==> src/rtl/cnt_ctrl_btn.sv <==
// rtl/cnt_ctrl_btn.sv - button-to-counter control stage producing ce/up/l/di
// Optional long-press RUN/PAUSE toggle on the direction button: CNT_CTRL_PAUSE_EN
module cnt_ctrl_btn #(
   parameter int               WIDTH       = 4,
   parameter logic [WIDTH-1:0] LOAD_VAL    = WIDTH'(4'b0110),
   parameter int               CLK_HZ      = 27_000_000,
   parameter int               TICK_HZ     = 2,
   parameter int               DB_CYCLES   = 270_000,
   parameter int               LONG_CYCLES = 27_000_000
) (
   input  logic             clk,
   input  logic             rst_n,
   input  logic             btn_dir_n,
   input  logic             btn_load_n,
   output logic             ce,
   output logic             up,
   output logic             l,
   output logic [WIDTH-1:0] di
);
   localparam int DIV = CLK_HZ / TICK_HZ;
   localparam int PW  = $clog2(DIV);
   localparam int DBW = $clog2(DB_CYCLES + 1);

   if (DIV < 2 || DB_CYCLES < 1 || LONG_CYCLES < 1) begin : g_bad_cfg
      $error("cnt_ctrl_btn: invalid parameter set");
   end

   typedef enum logic [1:0] {S_RUN, S_LOAD, S_PAUSE} state_t;

   state_t         state_q, state_d, ret_q, ret_d;
   logic [1:0]     sync1, sync2, acc, db_done;
   logic [DBW-1:0] db_cnt [2];
   logic [PW-1:0]  pre_q, pre_d;
   logic           tick, frozen, load_press, load_go, dir_act, long_ev, ce_d;

   assign di = LOAD_VAL;

   // Bit 0 is the direction button, bit 1 the load button; all levels active-low.
   always_ff @(posedge clk or negedge rst_n) begin
      if (!rst_n) begin
         sync1     <= 2'b11;
         sync2     <= 2'b11;
         acc       <= 2'b11;
         db_cnt[0] <= '0;
         db_cnt[1] <= '0;
      end else begin
         sync1 <= {btn_load_n, btn_dir_n};
         sync2 <= sync1;
         for (int i = 0; i < 2; i++) begin
            if (sync2[i] == acc[i]) begin
               db_cnt[i] <= '0;
            end else if (db_done[i]) begin
               acc[i]    <= sync2[i];
               db_cnt[i] <= '0;
            end else begin
               db_cnt[i] <= db_cnt[i] + DBW'(1);
            end
         end
      end
   end

   always_comb begin
      db_done = 2'b00;
      for (int i = 0; i < 2; i++) begin
         db_done[i] = (sync2[i] != acc[i]) && (db_cnt[i] == DBW'(DB_CYCLES - 1));
      end
   end

   assign load_press = db_done[1] & ~sync2[1];

`ifdef CNT_CTRL_PAUSE_EN
   localparam int HW = $clog2(LONG_CYCLES + 1);
   logic [HW-1:0] hold;
   logic          long_done;

   // Hold time is measured on the accepted level; a long hold is consumed so its release is inert.
   always_ff @(posedge clk or negedge rst_n) begin
      if (!rst_n) begin
         hold      <= '0;
         long_done <= 1'b0;
      end else if (db_done[0] && sync2[0]) begin
         hold      <= '0;
         long_done <= 1'b0;
      end else if (!acc[0] && !long_done) begin
         hold <= hold + HW'(1);
         if (hold == HW'(LONG_CYCLES - 1)) long_done <= 1'b1;
      end
   end

   assign dir_act = db_done[0] & sync2[0] & ~long_done;
   assign long_ev = ~acc[0] & ~long_done & (hold == HW'(LONG_CYCLES - 1));
`else
   assign dir_act = db_done[0] & ~sync2[0];
   assign long_ev = 1'b0;
`endif

   assign tick   = (pre_q == PW'(DIV - 1));
   assign frozen = (state_q == S_PAUSE) || (state_q == S_LOAD && ret_q == S_PAUSE);

   always_comb begin
      state_d = state_q;
      ret_d   = ret_q;
      load_go = 1'b0;
      case (state_q)
         S_RUN: begin
            if (load_press) begin
               load_go = 1'b1;
               state_d = S_LOAD;
               ret_d   = S_RUN;
            end
         end
         S_PAUSE: begin
            if (load_press) begin
               load_go = 1'b1;
               state_d = S_LOAD;
               ret_d   = S_PAUSE;
            end
         end
         S_LOAD:  state_d = ret_q;
         default: state_d = S_RUN;
      endcase
      // A long press landing in LOAD retargets where LOAD returns to.
      if (long_ev) begin
         if (state_d == S_LOAD) ret_d   = (ret_d == S_PAUSE) ? S_RUN : S_PAUSE;
         else                   state_d = (state_d == S_PAUSE) ? S_RUN : S_PAUSE;
      end
      ce_d = tick && (state_q == S_RUN) && !load_go;
      if (load_go)     pre_d = '0;
      else if (frozen) pre_d = pre_q;
      else if (tick)   pre_d = '0;
      else             pre_d = pre_q + PW'(1);
   end

   always_ff @(posedge clk or negedge rst_n) begin
      if (!rst_n) begin
         state_q <= S_RUN;
         ret_q   <= S_RUN;
         pre_q   <= '0;
         ce      <= 1'b0;
         l       <= 1'b0;
         up      <= 1'b1;
      end else begin
         state_q <= state_d;
         ret_q   <= ret_d;
         pre_q   <= pre_d;
         ce      <= ce_d;
         l       <= load_go;
         up      <= up ^ dir_act;
      end
   end
endmodule

==> config.mk <==
export PLATFORM = sky130hd
export DESIGN_NAME = cnt_ctrl_btn
export DESIGN_NICKNAME = d
export VERILOG_FILES = /design/src/rtl/cnt_ctrl_btn.sv
export SDC_FILE = /design/constraint.sdc
export NUM_CORES = 1
export LEC_CHECK = 0
export CORE_UTILIZATION = 61
export CTS_CLUSTER_SIZE = 30
export DETAILED_ROUTE_END_ITERATION = 7
export PLACE_DENSITY_LB_ADDON = 0.1
export SYNTH_ARGS = -nofsm -noshare
export SYNTH_HDL_FRONTEND = slang
export SYNTH_SLANG_ARGS = --single-unit
==> constraint.sdc <==
create_clock -name clk -period 2.4 [get_ports clk]
set_input_delay 0.72 -clock clk [delete_from_list [all_inputs] [get_ports clk]]
set_output_delay 0.72 -clock clk [all_outputs]
set_load 0.01 [all_outputs]
* Word-level counts from Yosys, hierarchy flattened
Cells that the tools add are included.
Operators by class: add/sub/neg operators 3, equality and inequality tests 14, muxes and demuxes 14, bitwise gates (word level) 7, reductions and logical operators 13
Operators with widths (count):
- $mux 19 | 4
- $mux 24 | 3
- $add 19x1->19 const B | 2
- $eq 19x19->1 const B | 2
- $add 24x1->24 const B | 1
- $eq 24x24->1 const B | 1
- $pmux 2 s2 | 2
- $mux 2 | 3
- $logic_and 1x1->1 | 5
- $eq 2x2->1 const B | 2
- $ne 2x1->1 const B | 2
- $ne 2x2->1 const B | 2
- $not 1->1 | 4
- $reduce_and 2->1 | 2
- $reduce_and 3->1 | 1
- $and 1x1->1 | 2
- $eq 1x1->1 | 2
- $eq 2x1->1 const B | 1
- $logic_not 2->1 | 1
- $mux 1 | 2
- $ne 1x1->1 | 2
- $reduce_bool 2->1 | 1
- $reduce_or 2->1 | 1
- $logic_not 1->1 | 1
- other kinds (2) | 2
Storage, ports and cells: register bits 75, logic and storage cells 63

* Depth between registers and ports, before layout
Gate-level depths: netlist of run 1.
word-level depth 7, mapped depth 7

* Worst setup path after synthesis of run 1
OpenSTA, ideal clock, no wires.
path kind register to register, start point register pre_q[0], end point register pre_q[22], setup time 0.127 ns, data arrival time 1.921 ns, required time 2.273 ns, setup slack 0.353 ns, cell stages (with the launch flop) 7, clock period less this slack 2.047 ns, cell sequence dfrtp_1 > ha_1 > nand4_1 > or4_4 > or4_1 > a31oi_1 > mux2i_1
On the way: longest elaborated chain between the ends 4, elaborated cells on any way between the ends 5
Ends and longest elaborated chain:
- start: declaration | RTL line 33 | logic [PW-1:0] pre_q, pre_d;
- start signal: assignment | RTL line 145 | pre_q <= pre_d;
- $add 24x1->24 / $eq 24x24->1 (equally long branches) | RTL line 131, 97
- $mux 24 * | RTL line 130 | else if (tick) pre_d = '0;
- $mux 24 * | RTL line 129 | else if (frozen) pre_d = pre_q;
- $mux 24 * | RTL line 128 | if (load_go) pre_d = '0;
Every way passes the cells marked *; elsewhere a longest branch is shown, timed or not. The select of a mux whose other input is x is not followed. A chain may end at the register's enable or synchronous reset.

* Worst setup path after layout of run 1
start point register pre_q[1], end point register pre_q[22]
The elaborated chain is that of the path after synthesis.

==> run_results.csv, run 1 <==
group,metric,value,unit
status,status,"complete, no violations",
drt,ant_nets,0,
worst_setup_path,r2r_setup_slack,210,ps
die,rows,28,
place,placed_cell_area,4010,sq um
worst_setup_path,arrival,2420,ps
clocking,hold_buffers,0,
cells_and_area,final_util,0.706,
timing,tightest_slew,561,ps
synth,synth-seq-cells,74,
cells_and_area,stdcell_area,4200,sq um
global_routing,grt_max_degree,37,
clocking,clock-root-buffer,"clkbuf_8",
timing,slew_headroom,0.623,
power,p_leak,1.75,nW
synth,yosys.area.top_type,"dfrtp_1",
cells_and_area,area_growth,11.1,%
synth,syn_area_per_cell,9.65,sq um
worst_setup_path,crit_required,2630,ps
cells_and_area,final_cells,490,
worst_setup_path,end_kind,"register",
worst_setup_path,rr_startpoint,"pre_q[1]",
timing,hold_viol,0,
die,die_x,80.7,microns
timing,min_period,2190,ps
cells_and_area,drive_above_1_share,0.118,
drt,first_iter_violations,193,
clocking,htreeDepth,3,
synth,syn_inst,392,
global_routing,grt_pass1_vias,2831,
drt,firstDrtPassIters,4,
global_routing,grt_usage,0.264,
worst_setup_path,cp_max_fo,5,
drt,finalWirelength,7700,microns
worst_setup_path,r2r_cells,6,
clocking,cts_buffers,9,
clocking,clk_path_buf_depth,2,
place,place.gp.congestion,0.839,
drt,wire_per_inst,15.7,microns
place,port_buffers,6,
timing,fin_crit_sh,0.914,
die,core,5960,sq um
die,die_h,80.7,microns
timing,rsz0062_at_grt,"false",
timing,report.final.slew_viol_count,0,
clocking,clkTransAtPathRegs,80,ps
drt,vias,3000,
synth,synth_ff_type,"dfrtp_1",
global_routing,antenna_found_initial,0,
synth,synth_edf_count,0,
global_routing,grt_first_pass_wirelength,13000,microns
synth,yosysSeqAreaShare,0.492,
power,ir_drop,0.000388,V
synth,yosys.cell_types.count,48,
cells_and_area,diodes,0,
place,place_ws,224,ps
place,dp_hpwl,5360,microns
synth,yosysTopAreaCellShare,0.443,
synth,synth-async-reset-ratio,1.00,
clocking,cts_tree,"done",
clocking,clk_latency,340,ps
worst_setup_path,start_kind,"register",
worst_setup_path,r2r-end,"pre_q[22]",
power,power,2.29,mW
die,die-area,6520,sq um
timing,fin_setup_tns,0,ps
synth,synthTopCellsByArea,"dfrtp_1 (44%), nor2_1 (5.8%), dfstp_2 (4.9%)",
drt,post-route-drc-count,0,
worst_setup_path,setup.worst_path.end,"pre_q[22]",
worst_setup_path,cp-startpoint,"pre_q[1]",
power,powerDensity,544,nW/um^2
timing,clock.fmax,456,MHz
die,start_util,0.635,
synth,yosys_warnings,0,
drt,vias_per_cell,6.12,
global_routing,grt_overflow_total,0,
timing,finalSetupViolCount,0,
timing,setup_ws,207,ps
run,max_cap_viol_count,0,
cells_and_area,fillerInstances,448,
synth,synth_area,3780,sq um
die,num_io_pins,11,
clocking,cts.sinks,74,
timing,finClkSkew,8.01,ps
worst_setup_path,critPathKind,"register to register",
worst_hold_path,hold_class,"input pin to async pin",
place,post-place-cells,474,
cells_and_area,final_nets,417,
timing,holdWs,247,ps
-- critical path: stages, from the launching register on --
cell,delay [ps]
dfrtp_1,400
ha_2,230
nand4_1,140
or4_4,560
or4_1,480
a31oi_1,180
mux2i_1,90
-- cell usage after synthesis (all sizes together) (10+ instances only) --
cell and instances:
a22oi 12, a31oi 11, and3 11, buf 13
dfrtp 67, inv 15, nand2 23, nand3 28
nand4 19, nor2 58, o31ai 10, xnor2 17
xor2 20
-- layout make-up --
| cell class | instances | area [sq um] | share of cell area |
|---|---|---|---|
| flip-flops and latches | 74 | 1860 | 0.443 |
| repair buffers | 24 | 218 | 0.0518 |
| clock inverters | 6 | 66.3 | 0.0158 |
| clock buffers | 10 | 128 | 0.0304 |
| inverters | 15 | 56.3 | 0.0134 |
| multi-input cells | 286 | 1780 | 0.424 |
| well taps | 75 | 93.8 | 0.0223 |
-- per-layer routing --
layer  global-route usage  vias up  wire length (microns)
met2                0.434       76                   3800
met1                0.340     1475                   3520
met5                    0        -                      0
met3               0.0573        6                    318
met4                0.109        0                     63
li1                     -     1443                      -
-- worst min-delay path by stage --
stage	startpoint	endpoint	depth (start not counted)	slack, ps
floorplan	sync1[0]	sync2[0]	0	350
global placement	sync1[0]	sync2[0]	0	350
detailed placement	sync1[0]	sync2[0]	0	350
CTS	rst_n	db_cnt[3]	1	240
global route	rst_n	db_cnt[5]	1	240
finish	rst_n	pre_q[5]	1	250
-- placed cells by master, fill, tap and decap left out, drive strengths merged, types with 3 or more instances in the layout --
| cell | netlist | final |
|---|---|---|
| a22oi | 12 | 12 |
| clkinvlp | 0 | 3 |
| dfstp | 7 | 7 |
| conb | 2 | 4 |
| nand3 | 28 | 28 |
| nor4b | 4 | 4 |
| nor3 | 8 | 8 |
| nor2 | 58 | 58 |
| buf | 13 | 19 |
| nor2b | 3 | 3 |
| ha | 3 | 3 |
| a31oi | 11 | 11 |
| o31ai | 10 | 10 |
| clkdlybuf4s50 | 0 | 5 |
| clkbuf | 6 | 10 |
| inv | 15 | 16 |
| and4 | 9 | 9 |
| nand2 | 23 | 23 |
| xor2 | 20 | 20 |
| a21oi | 4 | 4 |
| nor4 | 6 | 6 |
| dfrtp | 67 | 67 |
| nand4 | 19 | 19 |
| o21ai | 4 | 4 |
| and2 | 4 | 4 |
| a211oi | 3 | 3 |
| mux2 | 3 | 3 |
| and3 | 11 | 11 |
| xnor2 | 17 | 17 |
-- what timing repair did --
item / in CTS / in global routing
endpoints found under the setup margin: 0 / 1
resized for setup: 0 / 1
setup buffers: 0 / 0
-- logic make-up after synthesis --
logic type | synth area share
xor+xnor | 0.0857
compound gates | 0.104
fa+ha+maj | 0.00992
simple gates | 0.251
buf+inv | 0.0420
mux | 0.0142
other cells | 0.00199
flops | 0.492
-- flip-flops by register name (all words and copies together) (netlist names) --
| register | cells |
|---|---|
| acc | 2 |
| pre_q | 24 |
| ret_q | 1 |
| state_q | 2 |
| db_cnt | 38 |
| sync2 | 2 |
| ce | 1 |
| l | 1 |
| sync1 | 2 |
| up | 1 |
-- report_power, final --
part	switching (mW)	internal, mW	leakage, nW	total [mW]
combinational	0.0452	0.0222	0.674	0.0674
clock	0.465	0.482	0.0889	0.947
sequential	0.0107	1.26	0.990	1.27
(Power assumes the default switching activity.)
==> run 2, diff against run 1 <==
CAP_MARGIN = 25   (was not set)
CORE_MARGIN = 10   (was not set)
==> run_results.csv, run 2 (synthesis gave the netlist of run 1 again) <==
group,metric,value,unit
global_routing,antenna_found_initial,0,
worst_setup_path,arrival,2460,ps
timing,slew_headroom,0.589,
timing,fin_crit_sh,0.930,
cells_and_area,top_register,"db_cnt",
power,pwr-share-seq,0.538,
worst_setup_path,r2r_cells,6,
worst_setup_path,r2r_setup_slack,170,ps
worst_setup_path,cp_max_fo,5,
clocking,hold_buffers,0,
power,clkPwrFrac,0.434,
drt,vias_per_cell,6.04,
worst_setup_path,crit_required,2630,ps
clocking,clock-root-buffer,"clkbuf_8",
cells_and_area,drive_above_1_share,0.111,
timing,report.final.slew_viol_count,0,
timing,holdWs,315,ps
timing,rsz0062_at_grt,"false",
timing,fin_setup_tns,0,ps
worst_setup_path,critPathKind,"register to register",
timing,tightest_slew,614,ps
die,num_io_pins,11,
place,dp_hpwl,5340,microns
power,powerDensity,563,nW/um^2
power,p_comb_frac,0.028,
drt,wire_per_inst,15.7,microns
timing,hold_viol,0,
die,core,5960,sq um
clocking,cts_tree,"done",
cells_and_area,stdcell_area,4200,sq um
clocking,cts.sinks,74,
cells_and_area,reg_top3,"db_cnt (38), pre_q (24)",
cells_and_area,largest_reg_flops,38,
power,power_switching_share,0.210,
worst_setup_path,r2r-end,"pre_q[22]",
worst_setup_path,start_kind,"register",
die,start_util,0.635,
clocking,clkTransAtPathRegs,70,ps
clocking,post_cts_resized,0,
run,max_cap_viol_count,0,
worst_hold_path,hold_class,"input pin to async pin",
worst_setup_path,rr_startpoint,"pre_q[0]",
drt,finalWirelength,7680,microns
place,place.gp.congestion,0.860,
worst_setup_path,end_kind,"register",
place,port_buffers,6,
drt,ant_nets,0,
die,die-area,9750,sq um
timing,clock.fmax,448,MHz
worst_setup_path,cp-startpoint,"pre_q[0]",
cells_and_area,layout_commonest_cell,"dfrtp_1",
clocking,clk_latency,350,ps
die,rows,28,
cells_and_area,final_nets,416,
power,ir_drop,0.000423,V
timing,min_period,2230,ps
power,p_sw,497,uW
place,placed_cell_area,3990,sq um
power,power.internal,1.87,mW
global_routing,grt_overflow_total,0,
cells_and_area,area_growth,10.9,%
power,p_leak,1.76,nW
clocking,htreeDepth,3,
drt,firstDrtPassIters,4,
cells_and_area,diodes,0,
timing,finClkSkew,13.0,ps
global_routing,grt_max_degree,42,
timing,finalSetupViolCount,0,
global_routing,grt_first_pass_wirelength,13400,microns
worst_setup_path,setup.worst_path.end,"pre_q[22]",
drt,first_iter_violations,223,
drt,vias,2953,
drt,post-route-drc-count,0,
status,status,"complete, no violations",
clocking,cts_buffers,9,
clocking,post_cts_buffers,0,
global_routing,grt_pass1_vias,2890,
global_routing,grt_usage,0.162,
die,die_x,98.7,microns
die,die_h,98.7,microns
cells_and_area,final_cell_mix,"dfrtp_1 (67), nor2_1 (58), nand3_1 (28)",
clocking,clk_path_buf_depth,2,
==> run 2: changes by cell type in the layout (fill, tap and decap cells not counted) <==
cell,change
clkinvlp_4,-3
inv_6,-1
clkbuf_1,+1
ha_1,+1
clkinv_2,+1
clkinv_4,+1
ha_2,-1
bufinv_16,+1
buf_12,-1
==> run 2: worst min-delay path by stage <==
stage / start / end / slack [ps] / cells past startpoint
floorplan: sync1[0] / sync2[0] / 350 / 0
global placement: sync1[0] / sync2[0] / 350 / 0
detailed placement: sync1[0] / sync2[0] / 350 / 0
CTS: rst_n / db_cnt[3] / 320 / 1
global route: rst_n / pre_q[5] / 340 / 1
finish: rst_n / pre_q[5] / 320 / 1
==> run 2: cell type report <==
class                      count  area (sq um)
sequential                    74          1860
multi-input combinational    286          1780
fill                         442          1760
timing repair buffer          23           198
clock buffer                  11           131
tap                           75          93.8
clock inverter                 5          78.8
inverter                      15          56.3
==> run 2: critical path: stages, from the launching register on <==
cell and delay, ps:
dfrtp_1 400, ha_1 250, nand4_1 150, or4_4 560, or4_1 480, a31oi_1 180, mux2i_1 90
==> run 2: routing by layer <==
layer | track usage | part of all wire
met2 | 0.256 | 0.48
met3 | 0.0314 | 0.036
met5 | 0 | 0
met1 | 0.213 | 0.47
met4 | 0.0628 | 0.012
==> run 2: per-stage QoR <==
stage | power [mW] | setup slack [ps] | utilization | instances
global route | 2.44 | 20.6 | 0.705 | 489
finish | 2.36 | 167 | 0.705 | 489
global placement | 1.36 | 278 | 0.669 | 473
detailed placement | 1.36 | 196 | 0.669 | 473
CTS | 2.38 | 173 | 0.705 | 489
floorplan | 1.32 | 353 | - | 394
==> run 2: power groups by stage <==
stage	sequential [mW]	combinational (mW)	clock, mW
2_1_floorplan	1.29	0.0288	0
3_3_place_gp	1.29	0.0660	0
3_5_place_dp	1.30	0.0670	0
4_1_cts	1.27	0.0677	1.04
5_1_grt	1.27	0.0763	1.09
6_report	1.27	0.0662	1.03
